$ cat config.mk
export PLATFORM = sky130hd
export DESIGN_NAME = pe_row_feeder
export DESIGN_NICKNAME = d
export VERILOG_FILES = /design/src/rtl/pe_row_feeder.sv
export SDC_FILE = /design/constraint.sdc
export NUM_CORES = 1
export LEC_CHECK = 0
export CORE_MARGIN = 2
export CORE_UTILIZATION = 40
export DETAILED_ROUTE_END_ITERATION = 8
export PLACE_DENSITY = 0.65
export SLEW_MARGIN = 10
export SYNTH_ARGS = -nofsm -noshare
export SYNTH_HDL_FRONTEND = slang
export SYNTH_SLANG_ARGS = --single-unit
export TNS_END_PERCENT = 10
$ cat constraint.sdc
create_clock -name clk -period 18.7 [get_ports clk]
set_input_delay 5.61 -clock clk [delete_from_list [all_inputs] [get_ports clk]]
set_output_delay 5.61 -clock clk [all_outputs]
set_load 0.005 [all_outputs]
$ cat src/rtl/pe_row_feeder.sv
// pe_row_feeder
//   Operand feeder and result reader for a 1x2 MAC PE row. Operand beats
//   {a0,a1,b} are buffered in a small FIFO and driven to the row's a0/b0
//   inputs, with a1 delayed one cycle to line up with the row's internal
//   b0->b1 register. After len beats the pipeline is flushed and each
//   accumulator's growth since job start is returned as the job result.
// Ports:
//   clk, rst            clock, async active-high reset
//   start, cfg_len      job start pulse (IDLE only) and beat count
//   busy                high whenever a job is in progress
//   in_valid/in_ready   operand beat handshake, in_a0/in_a1/in_b payload
//   a0, a1, b0          registered drive to the PE row
//   c0, c1              PE row accumulator values
//   res_valid/res_ready result handshake, res_c0/res_c1 payload
module pe_row_feeder #(
  parameter int DW    = 16,
  parameter int AW    = 32,
  parameter int DEPTH = 4,
  parameter int KW    = 8
) (
  input  logic          clk,
  input  logic          rst,
  input  logic          start,
  input  logic [KW-1:0] cfg_len,
  output logic          busy,
  input  logic          in_valid,
  output logic          in_ready,
  input  logic [DW-1:0] in_a0,
  input  logic [DW-1:0] in_a1,
  input  logic [DW-1:0] in_b,
  output logic [DW-1:0] a0,
  output logic [DW-1:0] a1,
  output logic [DW-1:0] b0,
  input  logic [AW-1:0] c0,
  input  logic [AW-1:0] c1,
  output logic          res_valid,
  input  logic          res_ready,
  output logic [AW-1:0] res_c0,
  output logic [AW-1:0] res_c1
);
  localparam int PW = $clog2(DEPTH);

  typedef enum logic [1:0] {IDLE, FEED, FLUSH, RESULT} state_t;
  typedef struct packed {
    logic [DW-1:0] a0;
    logic [DW-1:0] a1;
    logic [DW-1:0] b;
  } beat_t;

  state_t        state;
  beat_t         mem [DEPTH];
  beat_t         head;
  logic [PW:0]   wptr, rptr;
  logic          empty, full, push, pop;
  logic [KW-1:0] len, cnt;
  logic [1:0]    fcnt;
  logic [DW-1:0] a1_pend;
  logic [AW-1:0] base0, base1;

  // Pointers carry one extra wrap bit to tell full from empty.
  assign empty    = (wptr == rptr);
  assign full     = (wptr == {~rptr[PW], rptr[PW-1:0]});
  assign in_ready = ~full;
  assign push     = in_valid & ~full;
  assign pop      = (state == FEED) & ~empty;
  assign head     = mem[rptr[PW-1:0]];
  assign busy     = (state != IDLE);

  always_ff @(posedge clk)
    if (push) mem[wptr[PW-1:0]] <= {in_a0, in_a1, in_b};

  always_ff @(posedge clk or posedge rst) begin
    if (rst) begin
      wptr <= '0;
      rptr <= '0;
    end else begin
      if (push) wptr <= wptr + (PW+1)'(1);
      if (pop)  rptr <= rptr + (PW+1)'(1);
    end
  end

  always_ff @(posedge clk or posedge rst) begin
    if (rst) begin
      state     <= IDLE;
      len       <= '0;
      cnt       <= '0;
      fcnt      <= '0;
      a0        <= '0;
      a1        <= '0;
      b0        <= '0;
      a1_pend   <= '0;
      base0     <= '0;
      base1     <= '0;
      res_c0    <= '0;
      res_c1    <= '0;
      res_valid <= 1'b0;
    end else begin
      // a1 trails a0/b0 by one edge in every state; a1_pend is zero
      // outside FEED/FLUSH so this also holds a1 at zero when idle.
      a1 <= a1_pend;
      case (state)
        IDLE: begin
          a0      <= '0;
          b0      <= '0;
          a1_pend <= '0;
          if (start) begin
            if (cfg_len != '0) begin
              // Row accumulators never clear: remember where they stand.
              len   <= cfg_len;
              cnt   <= '0;
              base0 <= c0;
              base1 <= c1;
              state <= FEED;
            end else begin
              res_c0    <= '0;
              res_c1    <= '0;
              res_valid <= 1'b1;
              state     <= RESULT;
            end
          end
        end
        FEED: begin
          if (pop) begin
            a0      <= head.a0;
            b0      <= head.b;
            a1_pend <= head.a1;
            if (cnt == len - KW'(1)) begin
              cnt   <= '0;
              fcnt  <= '0;
              state <= FLUSH;
            end else begin
              cnt <= cnt + KW'(1);
            end
          end else begin
            // Bubble: zero operands keep the accumulators unchanged.
            a0      <= '0;
            b0      <= '0;
            a1_pend <= '0;
          end
        end
        FLUSH: begin
          // Three cycles: last a1 lands, then PE1 accumulates, then capture.
          a0      <= '0;
          b0      <= '0;
          a1_pend <= '0;
          if (fcnt == 2'd2) begin
            res_c0    <= c0 - base0;
            res_c1    <= c1 - base1;
            res_valid <= 1'b1;
            state     <= RESULT;
          end else begin
            fcnt <= fcnt + 2'd1;
          end
        end
        RESULT: begin
          if (res_ready) begin
            res_valid <= 1'b0;
            state     <= IDLE;
          end
        end
        default: state <= IDLE;
      endcase
    end
  end
endmodule

### After elaboration in Yosys (flattened, before gate mapping)

Memories as Yosys holds them, arrays and structs flattened.
Index checks and enable logic that the tools add are counted.

* logic and storage cells: 93
* bits of input ports: 125
* bits in writable memories: 192
* bits in registers: 219
* memories: 1

* bitwise gates (word level): 5
* reductions and logical operators: 15
* mux-type cells: 35
* equal/unequal tests: 15
* add/subtract/negate cells: 7

Memories
* mem: words 4, width 48, rd ports 1, clocked after Yosys merged registers in 0, wr ports 1, line 51 `beat_t mem [DEPTH];`

Operators with widths (number)
* two-way mux 32 bit: 4
* one-hot mux 32 bit (2 select lines): 2
* one-hot mux 16 bit (2 select lines): 3
* subtractor 32 bit: 2
* two-way mux 16 bit: 3
* two-way mux 8 bit: 4
* two-way mux 2 bit: 9
* one-hot mux 8 bit (2 select lines): 1
* inequality test 2 bit, second input constant: 7
* AND reduction 4 bit: 3
* AND reduction 5 bit: 2
* nonzero test 2 bit: 5
* adder 8 x 1 -> 8 bit, second input constant: 1
* == test 8 bit: 1
* one-hot mux 2 bit (4 select lines): 1
* nonzero test 8 bit: 1
* subtractor 8 x 1 -> 8 bit, second input constant: 1
* adder 3 x 1 -> 3 bit, second input constant: 2
* == test 2 bit, second input constant: 3
* == test 3 bit: 2
* two-way mux 1 bit: 6
* one-hot mux 2 bit (2 select lines): 1
* inverter 1 bit: 3
* one-hot mux 1 bit (3 select lines): 1
* other kinds (8): 9

### Longest topological paths before layout

* depth in word-level cells: 6
* gate-level depth with buffers: 13
* gate-level depth less buffers: 13

### Least setup slack after synthesis

No wires, ideal clock.

* path type: input to register
* start: input c0[0]
* end: register res_c0[30]
* data required time: 18573 ps
* arrival time: 8212 ps
* stages on the path: 13
* path slack: 10361 ps
* setup time: 127 ps
* cell sequence: inv_1 ha_1 inv_1 fa_1 a21oi_1 nor2_1 o31ai_1 o211ai_1 o41ai_1 o21ai_0 a21oi_1 nor4b_1 nand3b_1

* cells in the longest elaborated chain, start to end: 3

RTL lines
* start, declared: line 34 `input logic [AW-1:0] c0,`
* subtractor 32 bit: line 147 `res_c0 <= c0 - base0;`
* two-way mux 32 bit: line 146 `if (fcnt == 2'd2) begin`
* one-hot mux 32 bit (2 select lines): line 101 `case (state)`
* end signal, assigned: line 147
* end, declared: line 38 `output logic [AW-1:0] res_c0,`

Every way passes these cells. The select of a mux whose other input is x is not followed.
A chain may end at the register's enable or synchronous reset.

### Final worst setup path

Ends and elaborated chain as after synthesis.

==> reports/results.env <==
STATUS='complete, no violations'
FINAL_ANT_VIOL_NETS=0
FINISH.NET_COUNT=1824
SYNTH.TOP_CELLS.BY_AREA='edfxtp_1, dfrtp_1, mux4_2, ha_1, mux2_2'
MAX-VDD-IR-DROP_mV=0.1069
VIAS=11750
TIMING.CRITICAL_PATH.SLOWEST_STAGE_CELL='o41ai_1'
NUM_ROWS=78
CTS_BUFFER_DEPTH=3
SYN_AREA_SQ_UM=18470
CRIT_ARRIVAL_NS=9.51
SYNTHESIS.AREA_PER_INSTANCE_SQ_UM=13.44
POST_CTS.RESIZED_INSTANCES=0
DRT_ITER0_DRC=765
CP_SLOWEST_STAGE_DELAY_NS=0.77
MAX_CAP_VIOLATIONS=0
TIMING.FMAX_GHz=0.1103
SLEW_VIOLATIONS=0
FILLERS=3937
FLOORPLAN.CORE_AREA_SQ_UM=45480
FIN_TOTAL_PWR_mW=3.714
SYNTH.LIB_CELLS_USED.DISTINCT=60
WORSTPATHMAXFANOUT=4
MIN_PERIOD_NS=9.064
POST-SYNTH-TOP-AREA-CELL='edfxtp_1'
SYNTH.TOP_CELLS.BY_COUNT='dfrtp_1, edfxtp_1, nand2_1, inv_1, o21ai_0'
GRT_USE_TOTAL_PCT=17.52
GRT_START_MAX_NET_PINS=86
STATIC-LEAKAGE-POWER_nW=9.408
SYNTH_TOP_CELL_AREA_SHARE_PCT=31.21
DIE_X_MICRONS=218.9
LAYOUT-DRIVE-GT1-SHARE_PCT=13.14
TRITONCTS_CLOCK_TREE='yes'
CLOCK-SKEW-FINAL_NS=0.02151
CLOCK_LATENCY_NS=0.59
POSTSYNTH.TOPFLOPCELL='dfrtp_1'
FIRST_GLOBAL_VIAS=12100
ASYNC_S_R_FF_SHARE_SYNTH_PCT=53.28
MAX_SLEW_MARGIN_PCT=25.43
LAYOUT-AREA-OVERHEAD-VS-SYNTH_PCT=25.16
CPLARGESTDELAYFAMILY='compound AO/OA/AOI/OAI gates'
SYN-INSTANCE-COUNT=1374
HOLD_PATH.CLASS='flip-flop to flip-flop'
FIRST_PASS_GRT_WIRE_LENGTH_MICRONS=65840
FINAL_HOLD_VIOLATION_COUNT=0
YS.WARNINGS.COUNT=0
VIA_PER_INST=5.203
PLACE.GP.CONGESTION=0.8544
COUNT_OF_FLIP_FLOPS_WITH_A_BUILT_IN_ENABLE_AFTER_SYNTHESIS=192
CTSROOTBUFFERMASTER='clkbuf_16'
P_PER_AREA_nW_PER_UM2=160.7
ROUTED_WIRE_LENGTH_PER_INSTANCE_MICRONS=18.35
FIN_SETUP_TNS_NS=0
FIN_HOLD_WS_NS=0.3826
FIN_UTIL_PCT=50.83
CP.BUFFERS_INVERTERS=3
DRT-TOTAL-WL_MICRONS=41450
FLOORPLAN.INITIALDENSITY_PCT=40.62
PORTION_OF_THE_CLOCK_CYCLE_CONSUMED_BY_THE_WORST_PATH_IN_THE_FINAL_LAYOUT_PCT=48.47
TYPE_OF_DESTINATION_OF_THE_CRITICAL_PATH='flip-flop'
FLOORPLAN.DIE.HEIGHT_MICRONS=218.9
FINAL_CELL_AREA_SQ_UM=23120
WORST_EP_REQUIRED_TIME_NS=19.15
GLOBALROUTEOVERFLOWTOTAL=0
SYNTH.YOSYS.SEQ_AREA_SHARE_PCT=60.88
SETUP_VIOL=0
IO_BUFFERS=239
TIGHTEST_SLEW_NS=1.119
PATH_CELLS='clkdlybuf4s50_1 -> inv_1 -> ha_1 -> inv_1 -> fa_1 -> a21oi_1 -> nor2_1 -> o31ai_1 -> o211ai_1 -> o41ai_1 -> o21ai_0 -> a21oi_1 -> nor4b_1 -> nand3b_1'
GRT_ANTENNA_BEFORE_REPAIR=4
PLACE_WS_NS=9.100
CTS.REPORTEDPATHS.CLKPINSLEW_NS=0.06
FINISH.CELL_COUNT_WITHOUT_FILLERS=2259
POST-PLACE-CELLS=2174
TIMING.SETUP.CRITICAL_PATH_CLASS='input pin to flip-flop'
SYNTH_NETS=1576
PLACED_WIRE_LENGTH_ESTIMATE_AFTER_DETAILED_PLACEMENT_MICRONS=26830
CTS-BUFFERS-INSERTED=46
ANTENNADIODECOUNT=0
SYNTH_SEQ_CELLS=411
CTSHOLDBUFFERS=0
H-TREE-DEPTH=2
FIRSTDRTPASSITERS=5
DRC_ERRORS=0
MOST_FREQUENTLY_USED_CELL_TYPE_IN_THE_POST_SYNTHESIS_NETLIST='dfrtp_1'
DIE-AREA_SQ_UM=47910
CTS_NUM_SINKS=411
DETAILED_PLACE.AREA_SQ_UM=21550
CRITICAL_PATH_SOURCE_TYPE='input pin'
CTS.REPAIR_TIMING.SETUP_BUFFER_COUNT=0
LAYOUT_SETUP_WS_NS=9.636
GRT_SETUP_UNREPAIRED='no'
TOP_LEVEL_PORT_COUNT=240
-- final timing paths --
check                            from         end  slack [ns]  cells after the start
max                             c0[0]  res_c0[30]        9.64                     14
max in group asynchronous         rst     rptr[0]       11.73                      3
min reg2reg                a1_pend[3]       a1[3]        0.38                      0
min in group asynchronous         rst   base1[16]        5.52                      2
min                        a1_pend[3]       a1[3]        0.38                      0
max reg2reg                  base0[0]  res_c0[30]       14.79                     12
-- cells in the final DEF (no fill, tap or decap), types with 7 or more instances in the layout --
cell and instances:
xor2_1 38, a31oi_1 10, nor3_1 13, clkinv_2 8, clkbuf_1 13, ha_1 74, a22o_1 53, mux2_2 70
mux4_2 48, a21oi_1 62, nand2_1 108, dfrtp_1 217, o31ai_1 9, nand3_1 10, o21ai_0 84, o21a_1 7
nor2b_1 8, a21o_1 30, xnor2_1 39, nand4_1 7, buf_4 10, inv_1 92, clkdlybuf4s50_1 239, clkbuf_16 47
edfxtp_1 192, and3_1 7, nor2_1 50
-- power by group --
group	internal, mW	switching [mW]
Clock	0.558	0.367
Sequential	1.23	0.125
Combinational	0.687	0.750
Total	2.47	1.24
-- worst reg2reg max path: cells and delay by family, from the launching register on --
kind	cells	cell delay (ns)
flops	1	0.35
compound gates	6	2.41
simple gates	3	0.38
fa+ha+maj	2	0.59
buf+inv	1	0.06
-- area by class of cell --
type	count	area (sq um)	area share, %
Sequential cell	411	11250	48.67
Multi-Input combinational cell	821	6726	29.10
Timing Repair Buffer	249	2467	10.67
Clock buffer	66	1308	5.656
Tap cell	600	750.7	3.247
Inverter	93	356.6	1.542
Clock inverter	19	259.0	1.120
-- per-layer routing --
| metal | GRT usage [%] | part of all wire (%) |
|---|---|---|
| met5 | 0 | 0.099 |
| met4 | 4.752 | 2.0 |
| met3 | 5.184 | 7.4 |
| met1 | 22.27 | 43 |
| met2 | 29.20 | 47 |
-- registers in the layout, indices dropped and copies added, names as in the netlist, 3 cells and up --
register	count
rptr	3
a1	16
wptr	3
base0	32
len	8
res_c1	32
mem	192
b0	16
base1	32
cnt	8
res_c0	32
a1_pend	16
a0	16
-- logic make-up after synthesis --
group	Yosys count	share of synthesized area (%)
DFF	411	60.88
AOI/OAI and AO/OA	298	10.62
and+or+nand+nor	247	6.327
buffers and inverters	142	2.886
muxes	122	10.34
xor gates and xnor gates	77	3.651
adders and majority gates	77	5.297
Note: power is estimated with default switching activity, not from simulation.
